<file path="config.mk">
export PLATFORM = sky130hd
export DESIGN_NAME = fc_layer_sequencer
export DESIGN_NICKNAME = d
export VERILOG_FILES = /design/src/rtl/fc_pkg.sv /design/src/rtl/fc_mac_unit.sv /design/src/rtl/fc_layer_sequencer.sv
export SDC_FILE = /design/constraint.sdc
export NUM_CORES = 1
export LEC_CHECK = 0
export CORE_ASPECT_RATIO = 1.25
export CORE_MARGIN = 2
export CORE_UTILIZATION = 25
export DETAILED_ROUTE_END_ITERATION = 10
export SYNTH_ARGS = -nofsm -noshare
export SYNTH_HDL_FRONTEND = slang
export SYNTH_SLANG_ARGS = --single-unit
</file>
<file path="constraint.sdc">
create_clock -name clk -period 3.27 [get_ports clk]
set_input_delay 0.327 -clock clk [delete_from_list [all_inputs] [get_ports clk]]
set_output_delay 0.327 -clock clk [all_outputs]
set_load 0.05 [all_outputs]
</file>
<file path="src/rtl/fc_pkg.sv">
// rtl/fc_pkg.sv - shared types and helpers for the fully-connected layer sequencer
package fc_pkg;

  typedef enum logic [1:0] {
    IDLE  = 2'd0,
    MAC   = 2'd1,
    WRITE = 2'd2,
    DONE  = 2'd3
  } fc_state_t;

  // Working width for the saturation helper; wide enough for any sane ACC_W.
  localparam int FC_SAT_W = 128;

  // Accumulator width that cannot overflow for in_len signed products.
  function automatic int fc_acc_w(input int bitwidth, input int in_len);
    return 2 * bitwidth + $clog2(in_len);
  endfunction

  // Clamp a sign-extended value to the signed range of bw bits.
  function automatic logic [FC_SAT_W-1:0] sat_to_bw(input logic [FC_SAT_W-1:0] v, input int bw);
    logic signed [FC_SAT_W-1:0] hi;
    logic signed [FC_SAT_W-1:0] lo;
    hi = $signed((FC_SAT_W'(1) << (bw - 1)) - FC_SAT_W'(1));
    lo = ~hi;
    if ($signed(v) > hi) return hi;
    if ($signed(v) < lo) return lo;
    return v;
  endfunction

endpackage

</file>
<file path="src/rtl/fc_mac_unit.sv">
// rtl/fc_mac_unit.sv - signed multiplier feeding a wide accumulator with clear/load/enable
module fc_mac_unit
  import fc_pkg::*;
#(
  parameter int BITWIDTH = 32,
  parameter int ACC_W    = fc_acc_w(BITWIDTH, 10)
) (
  input  logic                clk,
  input  logic                rst_n,
  input  logic                clr_i,
  input  logic                load_i,
  input  logic                en_i,
  input  logic [BITWIDTH-1:0] a_i,
  input  logic [BITWIDTH-1:0] b_i,
  output logic [ACC_W-1:0]    acc_o
);

  logic signed [2*BITWIDTH-1:0] prod;
  logic [ACC_W-1:0]             prod_ext;
  logic [ACC_W-1:0]             acc_q;

  assign prod     = $signed(a_i) * $signed(b_i);
  assign prod_ext = {{(ACC_W - 2*BITWIDTH){prod[2*BITWIDTH-1]}}, prod};
  assign acc_o    = acc_q;

  // Accumulate; load replaces the sum so a new row never sees the previous one.
  always_ff @(posedge clk or negedge rst_n) begin
    if (!rst_n) begin
      acc_q <= '0;
    end else if (clr_i) begin
      acc_q <= '0;
    end else if (en_i) begin
      acc_q <= load_i ? prod_ext : acc_q + prod_ext;
    end
  end

endmodule

</file>
<file path="src/rtl/fc_layer_sequencer.sv">
// rtl/fc_layer_sequencer.sv - single-MAC FC layer controller; FC_SAT_EN selects saturating output
module fc_layer_sequencer
  import fc_pkg::*;
#(
  parameter int BITWIDTH = 32,
  parameter int IN_LEN   = 10,
  parameter int OUT_LEN  = 10,
  parameter int ACC_W    = fc_acc_w(BITWIDTH, IN_LEN)
) (
  input  logic                                clk,
  input  logic                                rst_n,
  input  logic                                start,
  output logic                                busy,
  output logic                                done,
  output logic                                feat_rd_en,
  output logic [$clog2(IN_LEN)-1:0]           feat_addr,
  input  logic [BITWIDTH-1:0]                 feat_rdata,
  output logic                                w_rd_en,
  output logic [$clog2(IN_LEN*OUT_LEN)-1:0]   w_addr,
  input  logic [BITWIDTH-1:0]                 w_rdata,
  output logic                                out_valid,
  input  logic                                out_ready,
  output logic [$clog2(OUT_LEN)-1:0]          out_idx,
  output logic [BITWIDTH-1:0]                 out_data
);

  localparam int FA_W = $clog2(IN_LEN);
  localparam int WA_W = $clog2(IN_LEN * OUT_LEN);
  localparam int RI_W = $clog2(OUT_LEN);
  // Column counter runs one past the last column for the drain cycle.
  localparam int CW   = $clog2(IN_LEN + 1);

  fc_state_t         state_q, state_d;
  logic [CW-1:0]     col_q, col_d;
  logic [RI_W-1:0]   row_q, row_d;
  logic [WA_W-1:0]   wbase_q, wbase_d;
  logic [ACC_W-1:0]  acc;
  logic [BITWIDTH-1:0] result;
  logic              rd_active;
  logic              last_col;
  logic              last_row;
  logic              mac_clr, mac_load, mac_en;

  assign rd_active = (state_q == MAC) && (col_q < CW'(IN_LEN));
  assign last_col  = (col_q == CW'(IN_LEN));
  assign last_row  = (row_q == RI_W'(OUT_LEN - 1));

  // Data returns one cycle after the read, so column c is summed while column c+1 is issued.
  assign mac_clr  = (state_q == IDLE) && start;
  assign mac_en   = (state_q == MAC) && (col_q != '0);
  assign mac_load = (col_q == CW'(1));

  fc_mac_unit #(
    .BITWIDTH (BITWIDTH),
    .ACC_W    (ACC_W)
  ) u_mac (
    .clk    (clk),
    .rst_n  (rst_n),
    .clr_i  (mac_clr),
    .load_i (mac_load),
    .en_i   (mac_en),
    .a_i    (feat_rdata),
    .b_i    (w_rdata),
    .acc_o  (acc)
  );

  // Next-state logic for the FSM and the row/column/weight-base counters.
  always_comb begin
    state_d = state_q;
    col_d   = col_q;
    row_d   = row_q;
    wbase_d = wbase_q;
    case (state_q)
      IDLE: begin
        if (start) begin
          state_d = MAC;
          col_d   = '0;
          row_d   = '0;
          wbase_d = '0;
        end
      end
      MAC: begin
        if (last_col) begin
          state_d = WRITE;
          col_d   = '0;
        end else begin
          col_d = col_q + CW'(1);
        end
      end
      WRITE: begin
        if (out_ready) begin
          if (last_row) begin
            state_d = DONE;
          end else begin
            state_d = MAC;
            row_d   = row_q + RI_W'(1);
            wbase_d = wbase_q + WA_W'(IN_LEN);
          end
        end
      end
      default: begin
        state_d = IDLE;
        row_d   = '0;
        wbase_d = '0;
      end
    endcase
  end

  // State and counter registers.
  always_ff @(posedge clk or negedge rst_n) begin
    if (!rst_n) begin
      state_q <= IDLE;
      col_q   <= '0;
      row_q   <= '0;
      wbase_q <= '0;
    end else begin
      state_q <= state_d;
      col_q   <= col_d;
      row_q   <= row_d;
      wbase_q <= wbase_d;
    end
  end

`ifdef FC_SAT_EN
  logic [FC_SAT_W-1:0] acc_sat;
  logic                unused_sat_hi;
  // Clamp the full-precision sum into the output range.
  always_comb begin
    acc_sat = sat_to_bw({{(FC_SAT_W - ACC_W){acc[ACC_W-1]}}, acc}, BITWIDTH);
  end
  assign result        = acc_sat[BITWIDTH-1:0];
  assign unused_sat_hi = ^acc_sat[FC_SAT_W-1:BITWIDTH];
`else
  logic unused_acc_hi;
  assign result        = acc[BITWIDTH-1:0];
  assign unused_acc_hi = ^acc[ACC_W-1:BITWIDTH];
`endif

  assign busy       = (state_q == MAC) || (state_q == WRITE);
  assign done       = (state_q == DONE);
  assign feat_rd_en = rd_active;
  assign w_rd_en    = rd_active;
  assign feat_addr  = rd_active ? col_q[FA_W-1:0] : '0;
  assign w_addr     = rd_active ? wbase_q + WA_W'(col_q) : '0;
  assign out_valid  = (state_q == WRITE);
  assign out_idx    = out_valid ? row_q : '0;
  assign out_data   = out_valid ? result : '0;

endmodule
</file>
# After elaboration in Yosys (flattened, before gate mapping)
# Cells that the tools add are included.
[op_classes] n_lt_le_gt_ge=1 n_addsub=5 reduce_logical=11 n_mul=1 bitwise_logic=1 n_eq_ne=10 muxes=22
[op_table] operator="68-bit 2-to-1 mux" count=3
[op_table] operator="68-bit adder" count=1
[op_table] operator="32-bit by 32-bit multiplier with 64-bit output" count=1
[op_table] operator="32-bit 2-to-1 mux" count=1
[op_table] operator="7-bit 2-to-1 mux" count=4
[op_table] operator="4-bit 2-to-1 mux" count=6
[op_table] operator="7-bit one-hot mux with 3 select lines" count=1
[op_table] operator="4-bit one-hot mux with 3 select lines" count=1
[op_table] operator="4-bit by 1-bit adder with 4-bit output (second input constant)" count=2
[op_table] operator="4-bit == test (second input constant)" count=2
[op_table] operator="2-bit 2-to-1 mux" count=4
[op_table] operator="4-bit one-hot mux with 2 select lines" count=1
[op_table] operator="7-bit by 4-bit adder with 7-bit output" count=1
[op_table] operator="7-bit by 4-bit adder with 7-bit output (second input constant)" count=1
[op_table] operator="2-bit inequality test (second input constant)" count=3
[op_table] operator="2-bit one-hot mux with 3 select lines" count=1
[op_table] operator="2-bit == test (second input constant)" count=2
[op_table] operator="4-bit by 1-bit == test with 1-bit output (second input constant)" count=1
[op_table] operator="4-bit less-than comparator (second input constant)" count=1
[op_table] operator="4-bit AND reduction" count=1
[op_table] operator="2-bit nonzero test" count=2
[op_table] operator="4-bit nonzero test" count=1
[op_table] operator="1-bit logical AND" count=3
[op_table] operator="3-bit AND reduction" count=1
[op_table] operator="6 further kinds" count=6
[totals] regBits=85 wordCells=56 output_inout_bits=52

# Depth between registers and ports, before layout
# Gate-level depths: netlist of run 1.
[logic_depth] depth_word=5 mapped_depth=38 mapped_depth_nobuf=36

# Hierarchy
# A second synthesis of run 1 with hierarchy kept.
[unflattened] hier_cells=4937 area_unflattened_um2=44581.5
[by_module_without_submodules] mod="fc_mac_unit" n_inst=1 area_each_um2=43095.1 seq_area_each_um2=1701.6 cells_per_inst=4754
[by_module_without_submodules] mod="fc_layer_sequencer" n_inst=1 area_each_um2=1486.4 seq_area_each_um2=400.4 cells_per_inst=183

# Least setup slack after synthesis of run 1
# No wires, ideal clock.
[synth_path] path_type="input port to flip-flop" start="input feat_rdata[13]" end="register u_mac.acc_q[31] (netlist: u_mac.acc_o[31])" setup_time_ps=123 required_time_ps=3147 arrival_time_ps=8515 setup_slack_ps=-5368 n_path_buf=2 stages=34 cell_sequence="clkbuf_1 clkbuf_1 and2_1 fa_1 fa_1 fa_1 inv_1 fa_1 inv_1 fa_1 fa_1 fa_1 inv_1 fa_1 inv_1 ha_1 o211ai_1 a21oi_1 a211o_1 or3_4 o22ai_4 o211a_4 nor3b_1 a211o_1 ha_1 a21oi_1 nand2_1 a21oi_1 and3b_1 o21a_1 o21ai_0 a21oi_1 xnor2_1 o21ai_1"
[synth_via] elab_chain_len=5
[synth_lines] element="start: declaration" line="fc_layer_sequencer.sv:17" rtl="input logic [BITWIDTH-1:0] feat_rdata,"
[synth_lines] element="32-bit by 32-bit multiplier with 64-bit output (*)" line="fc_mac_unit.sv:22" rtl="assign prod = $signed(a_i) * $signed(b_i);"
[synth_lines] element="68-bit adder" line="fc_mac_unit.sv:33" rtl="acc_q <= load_i ? prod_ext : acc_q + prod_ext;"
[synth_lines] element="68-bit 2-to-1 mux (*)" line="fc_mac_unit.sv:33"
[synth_lines] element="68-bit 2-to-1 mux (*)" line="fc_mac_unit.sv:32" rtl="end else if (en_i) begin"
[synth_lines] element="68-bit 2-to-1 mux (*)" line="fc_mac_unit.sv:30" rtl="end else if (clr_i) begin"
[synth_lines] element="end signal: assignment" line="fc_mac_unit.sv:33"
[synth_lines] element="end: declaration" line="fc_mac_unit.sv:20" rtl="logic [ACC_W-1:0] acc_q;"
# Mark *: on every way between the ends. The rest lies on a longest branch, timed or not. The select of a mux whose other input is x is not followed.
# A chain may end at the register's enable or synchronous reset.

# Final worst setup path of run 1
[layout_path] start="input feat_rdata[15]" end="register u_mac.acc_q[31] (netlist: u_mac.acc_o[31])"
# Same word-level chain as after synthesis.

==> metrics.md, run 1 <==
| Metric | Value |
|---|---|
| Failing checks | `setup timing` |
| R2R setup slack | `-0.01 ns` |
| RSZ-0062 raised after global routing | `true` |
| Worst EP arrival | `8.50 ns` |
| Avg WL per Cell | `16.3 um` |
| Status | `finished with violations` |
| F_max | `0.120 GHz` |
| Worst slew pin tran | `around 0.54 ns` |
| Starting Density | `25.1%` |
| Hold slack | `0.489 ns` |
| Primary FF master, synth | `dfrtp_1` |
| HP Class | `in2async` |
| Startpoint Class | `input port` |
| Post-Syn Area per Cell | `8.54 um^2` |
| Hold Fails Final Rpt | `0` |
| Root Buffer | `clkbuf_16` |
| Max-cap viol count | `0` |
| Pre-Repair DR Iteration Count | `5` |
| Grt total ovfl | `0` |
| Clock sinks | `48` |
| Buffers added on ports | `between 100 and 150` |
| Largest area contributor in the netlist | `fa_1` |
| Initial antenna violation count | `4` |
| Via density | `4.39` |
| Clock slew at reported path FFs | `0.08 ns` |
| Die width | `262 um` |
| Syn-to-layout area delta | `37.7%` |
| Mapped Area | `20800 um^2` |
| Slew HR | `63.6%` |
| Vias | `17300` |
| Pin count of the biggest net entering global routing | `33` |
| CTS Buffer Depth | `2` |
| Cell mode on critical path | `fa_1` |
| Routability cong. | `0.853` |
| PnR worst setup slack | `-5.04 ns` |
| CTS H-tree lvls | `2` |
| Syn Inst Count | `2431` |
| Post-DRT Antenna Nets | `0` |
| Crit path capture type | `register` |
| CP max FO | `5` |
| Clk Latency, worst-skew pair | `0.30 ns` |
| Critical-path top delay cell | `fa_1` |
| Clk_skew | `0.0105 ns` |
| Tcrit/Tclk final | `254%` |
| Net Count, Synth | `3099` |
| Critical Path RT | `3.46 ns` |
| Final setup vio count | `28` |
| GRT Util Overall | `15.5%` |
| Synth unique cells | `62` |
| Ys async rst share | `100%` |
| Initial drt markers | `724` |
| Core Rows | `118` |
| Synth warnings | `0` |
| Fin nets | `3536` |
| Number of synthesized register bits | `48` |
| CTS Buf Count | `5` |
| Fillers | `8387` |
| EDFF count, synth | `0` |
| Count of pins over their slew limit | `0` |
| Share of the synthesized area in the top cell type | `39.5%` |
| Final setup TNS | `-103.57 ns` |
| Post-layout util | `34.6%` |
| Total wire length | `64.5 mm` |
| Detail Placement HPWL | `~53 mm` |
| DRC viols | `0` |
| Post-synthesis sequential area ratio | `5.79%` |
| TritonCTS clock tree | `built` |
| Synth area leaders | `fa_1, ha_1, and2_1` |
| Share of cells above drive strength 1 | `27.8%` |
| Chip Height | `326 um` |
| Crit-path max cell delay | `0.55 ns` |
| Worst r2r path cells | `14` |
| Die ar. | `85300 um^2` |
| CORE AREA | `82500 um^2` |
| Global-route wire length before repair | `104 mm` |
| Min cycle time layout | `around 8.3 ns` |
| WS Path Type | `in2reg` |
| # IOs | `between 100 and 150` |
| Vias in the first global route | `19200` |
[state kept, by name (all words and copies together), names as in the netlist]
| name | flops |
|---|---|
| wbase_q | 6 |
| col_q | 4 |
| state_q | 2 |
| u_mac.acc_o | 32 |
| row_q | 4 |
[cell families (layout without fill, tap and decap cells)]
family                     after synthesis  count (layout)  synth area share [%]
xor gates and xnor gates               112             112                  4.73
DFF                                     48              48                  5.79
other                                    0               2                     0
adders and majority gates              600             600                  51.0
AOI/OAI and AO/OA                      248             248                  7.75
and+or+nand+nor                        770             770                  18.8
muxes                                    5               5                 0.247
buffers and inverters                  648            1086                  11.7
[per-stage QoR]
stage	instance area [um^2]	cells	setup WS, ns
2_1_floorplan	21700	2431	-4.77
3_3_place_gp	26200	3857	-5.62
3_5_place_dp	26200	3857	-5.67
4_1_cts	28000	3933	-5.05
5_1_grt	28600	3950	-5.26
6_report	28600	3951	-5.04
[critical path: cells and delay by family]
family | cells | cell delay, ns
AO/OA/AOI/OAI | 10 | 1.60
buffers and inverters | 7 | 0.58
AND/OR/NAND/NOR | 7 | 1.29
XOR/XNOR | 1 | 0.13
adder cells (fa/ha/maj) | 10 | 4.59
[cell usage in the layout, fill, tap and decap left out, types with 6 or more instances in the layout]
cell type        count
buf_12              24
o21ai_1             24
nor2b_1              8
o211ai_1             7
fa_2                24
a211oi_2             6
o21ai_0             41
ha_4                66
clkdlybuf4s50_1     44
a21oi_4             10
nor2_1              40
and2_1             292
and2_4              41
inv_1              485
buf_8               10
a21oi_1             38
buf_4              353
dlygate4sd2_1       14
xnor2_1             61
nor2_2               8
o21a_1              10
buf_2                9
nand2_1            292
nor3_1              11
a21oi_2             20
inv_2               52
o21bai_1             6
dfrtp_1             48
a221o_1              6
buf_6               69
nand2_2             10
and3_1               7
fa_1               385
nand3_1             13
a21o_1              22
xnor2_2             13
ha_1               122
xor2_1              29
a22o_1              10
[cell usage after synthesis, types with 2 or more instances]
cell         n
inv_1      540
fa_1       409
and2_1     333
nand2_1    307
ha_1       191
clkbuf_1   106
xnor2_1     78
a21oi_1     68
o21ai_0     64
nor2_1      52
dfrtp_1     48
xor2_1      34
a21o_1      22
nor3_1      16
nand3_1     15
a22o_1      10
nor2b_1     10
o21a_1      10
a211oi_1     9
and3_1       9
o211ai_1     7
o21ai_1      7
o21bai_1     7
or3_1        7
a221o_1      6
a22oi_1      5
nand2b_1     5
a211o_1      4
mux2i_1      4
nand4_1      4
o31ai_1      4
o2111ai_1    3
a21boi_0     2
a31oi_1      2
and3b_1      2
nand3b_1     2
nor3b_1      2
o22ai_1      2
o311ai_0     2
[final timing paths]
check                               start         endpoint
max                        feat_rdata[15]  u_mac.acc_o[31]
min                                 rst_n  u_mac.acc_o[13]
max reg2reg                u_mac.acc_o[0]  u_mac.acc_o[26]
min reg2reg                u_mac.acc_o[0]   u_mac.acc_o[0]
max in group asynchronous           rst_n  u_mac.acc_o[27]
min in group clk           u_mac.acc_o[0]   u_mac.acc_o[0]
[cell type report]
type                    count  area, um^2  share of cell area (%)
diodes                      2        5.00                  0.0175
inverters                 541        2040                    7.13
clock inverters             3        47.5                   0.166
flip-flops and latches     48        1200                    4.20
clock buffers               5         125                   0.438
repair buffers            537        4910                    17.2
well taps                1080        1350                    4.73
multi-input cells        1735       18900                    66.1
[per-layer routing]
metal,share of wire [%],track usage [%],wire length [um]
met1,43,20.8,28000
met2,48,26.1,31000
met3,6.4,2.87,4130
met4,2.0,3.01,1290
met5,0.033,0,21
[repair_timing]
item | CTS | global route
buffers inserted | 64 | 26
resized for setup | 307 | 134
gates cloned | 7 | 0
pin swaps | 139 | 151
endpoints found under the hold margin | 14 | 0
hold buffers | 1 | 0
setup endpoints to repair | 29 | 29
Power of run 1 is not shown: default switching activity piles up to over one toggle a cycle in this logic, so the estimate is an artifact.
==> run 2: changes to the inputs <==
Clock period 3.27 ns to 7 ns, I/O delays scaled along.
==> metrics.md, run 2 (synthesis results as in run 1) <==
| Metric | Value |
|---|---|
| Largest register FFs | `32 (unchanged)` |
| Status | `finished with violations` |
| Clock sinks | `48 (unchanged)` |
| Grt total ovfl | `0 (unchanged)` |
| Final setup TNS | `-21.46 ns (+82.10 ns)` |
| Die width | `262 um (unchanged)` |
| Fillers | `8442 (+0.66%)` |
| Met3 usage | `1.21% (-1.7 points)` |
| Initial antenna violation count | `7 (+3)` |
| Via density | `4.43 (+0.87%)` |
| Crit path capture type | `register` |
| Global-route wire length before repair | `105 mm (+0.63%)` |
| CORE AREA | `82500 um^2 (unchanged)` |
| Hold_buf cts | `0 (-1)` |
| Crit-path max cell delay | `0.55 ns (about the same)` |
| CTS Buf Count | `5 (unchanged)` |
| F_max | `0.118 GHz` |
| Count of pins over their slew limit | `0 (unchanged)` |
| Vias | `17500 (+1.0%)` |
| Slew HR | `34.6% (-29 points)` |
| Failing checks | `setup timing` |
| Core Rows | `118 (unchanged)` |
| Tcrit/Tclk final | `121%` |
| Worst hold stages | `1` |
| DRC viols | `0 (unchanged)` |
| Worst Hold Launch | `row_q[3]` |
| Clk_skew | `0.00658 ns (-0.00393 ns)` |
| Critical-path top delay cell | `fa_1` |
| Vias in the first global route | `18900 (-1.5%)` |
| Clock slew at reported path FFs | `0.06 ns (-0.02 ns)` |
| GRT busiest layer | `met2` |
| Fin nets | `3542 (+0.17%)` |
| Most common cell after layout, fill and taps aside | `inv_1` |
| GRT Util Overall | `15.9% (+0.37 points)` |
| Top delay family on crit path | `adder cells` |
| Hold EP | `row_q[3]` |
| FF-to-FF Start | `u_mac.acc_o[0]` |
| Buffers added on ports | `119 (unchanged)` |
| Syn-to-layout area delta | `36.3%` |
| Clk Latency, worst-skew pair | `0.30 ns (about the same)` |
| Total wire length | `66.3 mm (+2.8%)` |
| Critical Path RT | `7.18 ns (+3.72 ns)` |
| Max-cap viol count | `0 (unchanged)` |
| Hold Fails Final Rpt | `0 (unchanged)` |
| Worst r2r path cells | `14 (unchanged)` |
| Worst slew pin tran | `0.978 ns (+0.438 ns)` |
| PnR worst setup slack | `-1.48 ns (+3.56 ns)` |
| Share of cells above drive strength 1 | `24.7% (-3.1 points)` |
| Root Buffer | `clkbuf_16` |
| RSZ-0062 raised after global routing | `true` |
| Worst EP arrival | `8.66 ns (+0.16 ns)` |
| Detail Placement HPWL | `52.3 mm (-1.0%)` |
| TritonCTS clock tree | `built` |
| Initial drt markers | `817 (+13%)` |
| M1 GR Usage | `19.8% (-1.0 points)` |
| CP bufs+invs | `6 (-1)` |
| Startpoint Class | `input port` |
| CTS Buffer Depth | `2 (unchanged)` |
| HP Class | `reg2reg` |
| WS Path Type | `in2reg` |
| Pre-Repair DR Iteration Count | `5 (unchanged)` |
| Cell mode on critical path | `fa_1` |
| Min cycle time layout | `~8.5 ns` |
| Post-DRT Antenna Nets | `0 (unchanged)` |
| Most frequent cells in the layout | `inv_1, fa_1, buf_4` |
| Met2 GRT Util | `28.9% (+2.7 points)` |
| Avg WL per Cell | `16.8 um (+2.7%)` |
| Die ar. | `85300 um^2 (unchanged)` |
| Routability cong. | `0.890 (+4.4%)` |
| RR Endpoint | `u_mac.acc_o[26]` |
| # IOs | `120 (unchanged)` |
| CTS H-tree lvls | `2 (unchanged)` |
| CP max FO | `5 (unchanged)` |
| Final setup vio count | `20 (-29%)` |
| Pin count of the biggest net entering global routing | `49 (+48%)` |
| Chip Height | `326 um (unchanged)` |
| Starting Density | `25.1% (unchanged)` |
| R2R setup slack | `3.66 ns (+3.67 ns)` |
-- run 2: cell count changes in the layout (fill, tap and decap cells not counted), sizes merged, moves of 2 or more --
cell | before | now
buf | 468 | 434
bufbuf | 2 | 7
clkbuf | 6 | 18
clkdlybuf4s50 | 44 | 79
clkinv | 3 | 1
dlygate4sd2 | 14 | 9
dlymetal6s2s | 5 | 3
-- run 2: metrics by stage --
step                      utilization [%]  setup slack (ns)  hold slack (ns)  area (um^2)  std cells
final                                34.3             -1.48            0.514        28300       3956
after global routing                 34.3             -1.77            0.547        28300       3956
after CTS                            33.6             -1.62            0.516        27800       3937
after detailed placement             31.4             -2.33            0.501        25900       3828
after global placement               31.4             -2.21            0.501        25900       3828
after floorplan                         -             -1.41            0.404        21300       2431
-- run 2: final cells by class --
class	instances	area [um^2]	share of cell area, %
sequential	48	1200	4.25
inverter	541	2030	7.18
antenna	1	2.50	0.00885
clock buffer	8	146	0.518
multi-input combinational	1735	18400	65.0
timing repair buffer	543	5160	18.2
tap	1080	1350	4.78
-- run 2: worst register-to-register path, delay by kind of cell (launching register included) --
family                     cells  cell delay [ns]
adders and majority gates      2             0.62
DFF                            1             0.44
buffers and inverters          2             0.23
AOI/OAI and AO/OA              7             1.59
and+or+nand+nor                2             0.23
xor gates and xnor gates       1             0.12
-- run 2: worst max-delay path by stage --
stage | to | from | slack (ns) | cells past startpoint
finish | u_mac.acc_o[31] | feat_rdata[12] | -1.48 | 34
global route | u_mac.acc_o[31] | feat_rdata[12] | -1.77 | 34
floorplan | u_mac.acc_o[31] | feat_rdata[13] | -1.41 | 34
global placement | u_mac.acc_o[31] | feat_rdata[12] | -2.21 | 36
CTS | u_mac.acc_o[31] | feat_rdata[13] | -1.62 | 37
detailed placement | u_mac.acc_o[31] | w_rdata[6] | -2.33 | 33
-- run 2: what timing repair did --
| item | CTS | global route |
|---|---|---|
| pin swaps | 139 | 162 |
| resized for setup | 253 | 151 |
| endpoints found under the setup margin | 22 | 21 |
| buffers inserted | 93 | 30 |
| cloned | 12 | 1 |
-- run 2: routing by layer --
layer	routed length [um]	part of all wire (%)
met5	13	0.020
met1	27100	41
met2	34000	51
met3	2640	4.0
met4	2520	3.8
Power of run 2 is left out for the same reason.
==> edit 1: new RTL, config.mk and constraints of run 2 <==
Make the reset (`rst_n`) synchronous in 2 clocked blocks.
--- a/src/rtl/fc_mac_unit.sv
+++ b/src/rtl/fc_mac_unit.sv
@@ -26,3 +26,3 @@
   // Accumulate; load replaces the sum so a new row never sees the previous one.
-  always_ff @(posedge clk or negedge rst_n) begin
+  always_ff @(posedge clk) begin
     if (!rst_n) begin
--- a/src/rtl/fc_layer_sequencer.sv
+++ b/src/rtl/fc_layer_sequencer.sv
@@ -109,3 +109,3 @@
   // State and counter registers.
-  always_ff @(posedge clk or negedge rst_n) begin
+  always_ff @(posedge clk) begin
     if (!rst_n) begin
Formal check against the unedited RTL: differs if rst_n is asserted again (counterexample within 4 cycles, from zero or initial values and one cycle with rst_n low); with rst_n held inactive, the same outputs for 4 cycles.
==> edit 1 against run 2 <==
  * The flow still finishes with violations (setup timing)
  * Core utilization is 0.14 points higher
  * Worst setup slack better by 0.085 ns
  * Critical path depth is 5 higher
  * Wire length is 1.9% lower
  * Final area is 0.79% lower
  * Final cell count is 0.20% lower
  * Worst hold slack worse by 0.0077 ns
  * Via count is 0.23% higher
  * First-iteration DRC count is 19% higher
  * Area after synthesis is 0.75% lower
  * Sequential cell count stayed put
  * Critical path type unchanged
Power is not shown: default switching activity piles up to over one toggle a cycle in this logic, so the estimate is an artifact.
==> edit 1: results (changes against run 2) <==
| Metric | Value |
|---|---|
| Post-synth ARST share | `0% (-100 points)` |
| Routed Wire Length | `65100 um (-1.9%)` |
| Pin count of the biggest net entering global routing | `50 (+2.0%)` |
| Crit-path max FO | `8 (+3)` |
| Ranking of synthesized cells by area | `fa_1 (40%), ha_1 (12%), and2_1 (10%), inv_1 (9.9%), nand2_1 (5.3%)` |
| Failing checks | `setup timing` |
| Crit path from | `feat_rdata[9]` |
| Flop2flop setup slack | `4.08 ns (+0.42 ns)` |
| Detailed Route Iter0 Violations | `976 (+19%)` |
| Routability Congestion | `0.868 (-2.5%)` |
| First-pass GRT wire length | `102000 um (-3.4%)` |
| CTS max path bufs | `2 (unchanged)` |
| Cell variety after synth | `57 (-8.1%)` |
| Vias in the first global route | `18600 (-1.5%)` |
| Worst setup path end | `u_mac.acc_o[31]` |
| Met2 usage | `29.3% (+0.42 points)` |
| Post-synth top cells | `inv_1 (541), fa_1 (409), and2_1 (336), nand2_1 (291), ha_1 (193)` |
| Setup ws final | `-1.39 ns (+0.0852 ns)` |
| Final setup TNS | `-18.54 ns (+2.92 ns)` |
| Slew HR | `28.6% (-6.0 points)` |
| Layout cells sized above 1 | `25.7% (+1.0 points)` |
| Clock transition at path regs | `0.08 ns (+0.02 ns)` |
| Worst r2r path cells | `13 (-1)` |
| Met3 usage | `1.22% (+0.0095 points)` |
| Antenna violations before repair | `9 (+2)` |
| Filler cells | `8290 (-1.8%)` |
| Drt via density | `4.45 (+0.43%)` |
| Core area | `81500 um^2 (-1.2%)` |
| Mapped Cells | `2448 (+0.70%)` |
| Most used DFF post-synth | `dfxtp_1` |
| Syn_nets | `3118 (+0.61%)` |
| Max stage delay cell, worst path | `fa_1` |
| Placed Cells | `3822 (-0.16%)` |
| Largest register FFs | `32 (unchanged)` |
| Met1 Track Usage GR | `18.1% (-1.7 points)` |
| Post-DP HPWL | `51600 um (-1.2%)` |
| HP Class | `reg2reg` |
| Status | `finished with violations` |
| Final #Nets | `3545 (+0.085%)` |
| Worst-Skew Late Latency | `a little over 0.3 ns` |
| First drt pass iteration count | `5 (unchanged)` |
| WP data arrival | `8.56 ns (-0.10 ns)` |
| Clk_skew | `0.0131 ns (+0.00655 ns)` |
| Setup Viol. Count Final | `21 (+5.0%)` |
| R2R Path Start | `u_mac.acc_o[4]` |
| GRT Util Overall | `15.4% (-0.51 points)` |
| Synth warnings | `0 (unchanged)` |
| Vias | `17600 (+0.23%)` |
| Sequential share of the synthesized area | `4.67% (-1.1 points)` |
| PortBufs | `119 (unchanged)` |
## edit 1: worst min-delay path by stage
stage                       to            start  slack [ns]  cells after the start
2_1_floorplan  u_mac.acc_o[10]  u_mac.acc_o[10]        0.44                      2
5_1_grt         u_mac.acc_o[7]   u_mac.acc_o[7]        0.54                      2
3_3_place_gp   u_mac.acc_o[10]  u_mac.acc_o[10]        0.48                      2
6_report        u_mac.acc_o[7]   u_mac.acc_o[7]        0.51                      2
4_1_cts        u_mac.acc_o[10]  u_mac.acc_o[10]        0.50                      2
3_5_place_dp    u_mac.acc_o[2]   u_mac.acc_o[2]        0.49                      2
## edit 1: repair_timing
item                                    in CTS  in global routing
pin swaps                                  169                194
hold buffers                                 0                  0
buffers inserted                            87                 42
cloned                                      11                  1
resized for setup                          262                203
endpoints found under the setup margin      23                 22
## edit 1: routing by layer
metal / share of wire, % / wire, um
met1: 39 / 25100
met4: 3.4 / 2230
met3: 4.1 / 2640
met2: 54 / 35100
met5: 0.048 / 31
## edit 1: critical path, delay by kind of cell
kind	cells	cell delay, ns
AO/OA/AOI/OAI	9	1.56
XOR/XNOR	1	0.18
adder cells (fa/ha/maj)	10	3.94
buffers and inverters	11	0.91
multiplexers	1	0.17
AND/OR/NAND/NOR	7	1.09
## edit 1: cell type report
class	instances	area, um^2	share of cell area [%]
Clock buffer	6	139	0.495
Inverter	541	2030	7.25
Timing Repair Buffer	531	4950	17.6
Tap cell	1071	1340	4.78
Clock inverter	2	13.8	0.0491
Sequential cell	48	961	3.42
Antenna cell	1	2.50	0.00892
Multi-Input combinational cell	1748	18600	66.4
## edit 1: logic make-up after synthesis
group           Yosys count  synth area share [%]
simple gates            789                  19.3
mux                       8                 0.395
compound gates          226                  6.93
flops                    48                  4.67
buf+inv                 652                  12.0
fa+ha+maj               602                  51.5
xor+xnor                123                  5.23
## edit 1: through the flow
step	hold WS [ns]	instance area, um^2	utilization (%)	worst slack [ns]
floorplan	0.445	21300	-	-1.12
global placement	0.481	25700	31.6	-2.15
detailed placement	0.488	25700	31.6	-2.18
CTS	0.501	27400	33.6	-1.38
global route	0.539	28100	34.4	-1.73
finish	0.506	28100	34.4	-1.39
==> edit 2: new RTL, config.mk and constraints of run 2 <==
Made on the original files. Change the parameter `OUT_LEN` from 10 to 20.
--- a/src/rtl/fc_layer_sequencer.sv
+++ b/src/rtl/fc_layer_sequencer.sv
@@ -6,3 +6,3 @@
   parameter int IN_LEN   = 10,
-  parameter int OUT_LEN  = 10,
+  parameter int OUT_LEN  = 20,
   parameter int ACC_W    = fc_acc_w(BITWIDTH, IN_LEN)
Interface: changed (resized out_idx and w_addr); port bits go from 120 to 122. No check against the original RTL was run, so the function may have changed too.
==> edit 2 against run 2 <==
  * The flow still finishes with violations (setup timing)
  * Final cell count up 1.1%
  * Core utilization up 0.17 points
  * Final area up 2.1%
  * Wire length up 3.3%
  * Area after synthesis up 1.5%
  * First-iteration DRC count up 21%
  * Worst setup slack worse by 0.052 ns
  * Critical path depth unchanged
  * Via count up 1.4%
  * Synthesized cell count up 1.8%
  * Sequential cell count up 2
  * Highest routed layer is now met4
Power is not shown: default switching activity piles up to over one toggle a cycle in this logic, so the estimate is an artifact.
==> edit 2: results (changes against run 2) <==
| Metric | Value |
|---|---|
| Post-synth top cells | `inv_1 (539), fa_1 (409), and2_1 (332), nand2_1 (309), ha_1 (190)` |
| Pin count of the biggest net entering global routing | `51 (+4.1%)` |
| Vias in the first global route | `19200 (+1.6%)` |
| Clock transition at path regs | `0.08 ns (+0.02 ns)` |
| Flop2flop setup slack | `3.76 ns (+0.10 ns)` |
| GRT Util Overall | `15.9% (about the same)` |
| First-pass GRT wire length | `108000 um (+2.7%)` |
| Post-Synth Adder-Cell Area | `50.1% (-0.83 points)` |
| Routability Congestion | `0.865 (-2.8%)` |
| Layout cells sized above 1 | `25.4% (+0.69 points)` |
| Detailed Route Iter0 Violations | `990 (+21%)` |
| Status | `finished with violations` |
| Syn_nets | `3142 (+1.4%)` |
| Crit path from | `w_rdata[10]` |
| Slew HR | `41.2% (+6.7 points)` |
| Final #Nets | `3577 (+0.99%)` |
| Failing checks | `setup timing` |
| Antenna violations before repair | `3 (-4)` |
| Sequential share of the synthesized area | `5.94% (+0.15 points)` |
| Drt via density | `4.44 (+0.21%)` |
| XOR/XNOR Fraction of Synth Area | `4.61% (-0.11 points)` |
| Most used DFF post-synth | `dfrtp_1` |
| Routed len/inst | `17.1 um (+2.1%)` |
| Setup Viol. Count Final | `18 (-10%)` |
| Setup ws final | `-1.53 ns (-0.0516 ns)` |
| Post-DP HPWL | `53000 um (+1.3%)` |
| PortBufs | `121 (+1.7%)` |
| Mux cell area share after synthesis | `0.344% (+0.097 points)` |
| FF-to-FF End | `u_mac.acc_o[28]` |
| Crit-path max FO | `10 (+5)` |
| Ranking of synthesized cells by area | `fa_1 (39%), ha_1 (11%), and2_1 (9.9%), inv_1 (9.6%), dfrtp_1 (5.9%)` |
| Synth Area in Compound Gates | `8.02% (+0.28 points)` |
| Cell variety after synth | `67 (+8.1%)` |
| HP Class | `in2async` |
| Worst r2r path cells | `15 (+1)` |
==> edit 2: cell count changes in the layout (fill, tap and decap cells not counted), moves of 9 or more <==
cell	change
nor2_1	+12
o21ai_0	-11
a21oi_1	+10
o21ai_1	-9
a311oi_1	+9
==> edit 2: cell type report <==
class | instances | area [um^2]
clock inverter | 3 | 23.8
fill | 8476 | 55000
timing repair buffer | 548 | 5320
antenna | 1 | 2.50
clock buffer | 5 | 125
multi-input combinational | 1766 | 18800
sequential | 50 | 1250
inverter | 539 | 2020
tap | 1089 | 1360
==> edit 2: worst max-delay path: cells and delay by family <==
kind,cells,cell delay [ns]
XOR/XNOR,1,0.23
AO/OA/AOI/OAI,7,1.02
multiplexers,1,0.54
adder cells (fa/ha/maj),10,4.79
buffers and inverters,11,0.96
AND/OR/NAND/NOR,4,0.54
==> edit 2: routing by layer <==
metal / track usage (%) / routed length (um)
met3: 1.47 / 3040
met1: 19.5 / 27900
met5: 0 / 0
met2: 29.4 / 35100
met4: 4.92 / 2390
==> edit 2: through the flow <==
step | worst slack [ns] | cells | hold WS [ns] | area, um^2 | TNS [ns]
after floorplan | -1.53 | 2475 | 0.404 | 21500 | -15.88
after global placement | -2.41 | 3883 | 0.502 | 26300 | -36.68
after detailed placement | -2.51 | 3883 | 0.531 | 26300 | -38.04
after CTS | -1.54 | 3977 | 0.547 | 28300 | -19.53
after global routing | -1.77 | 4001 | 0.568 | 28900 | -24.16
final | -1.53 | 4001 | 0.513 | 28900 | -19.05
==> edit 2: worst min path at each step <==
stage | from | endpoint | slack [ns]
6_report | rst_n | u_mac.acc_o[4] | 0.51
5_1_grt | row_q[0] | row_q[0] | 0.57
4_1_cts | row_q[0] | row_q[0] | 0.55
3_5_place_dp | row_q[4] | row_q[4] | 0.53
3_3_place_gp | row_q[4] | row_q[4] | 0.50
2_1_floorplan | rst_n | col_q[0] | 0.40
==> edit 2: what timing repair did <==
| item | in CTS | in global routing |
|---|---|---|
| buffers inserted | 74 | 28 |
| hold buffers | 0 | 0 |
| gates cloned | 18 | 2 |
| pin swaps | 171 | 180 |
| setup endpoints to repair | 23 | 22 |
| resized for setup | 311 | 158 |
==> edit 2: cell families (layout without fill, tap and decap cells) <==
kind of cell / count (synthesis) / after routing
compound gates: 253 / 253
xor+xnor: 111 / 111
fa+ha+maj: 599 / 599
buf+inv: 659 / 1095
other cells: 0 / 1
flops: 50 / 50
simple gates: 797 / 797
mux: 6 / 6
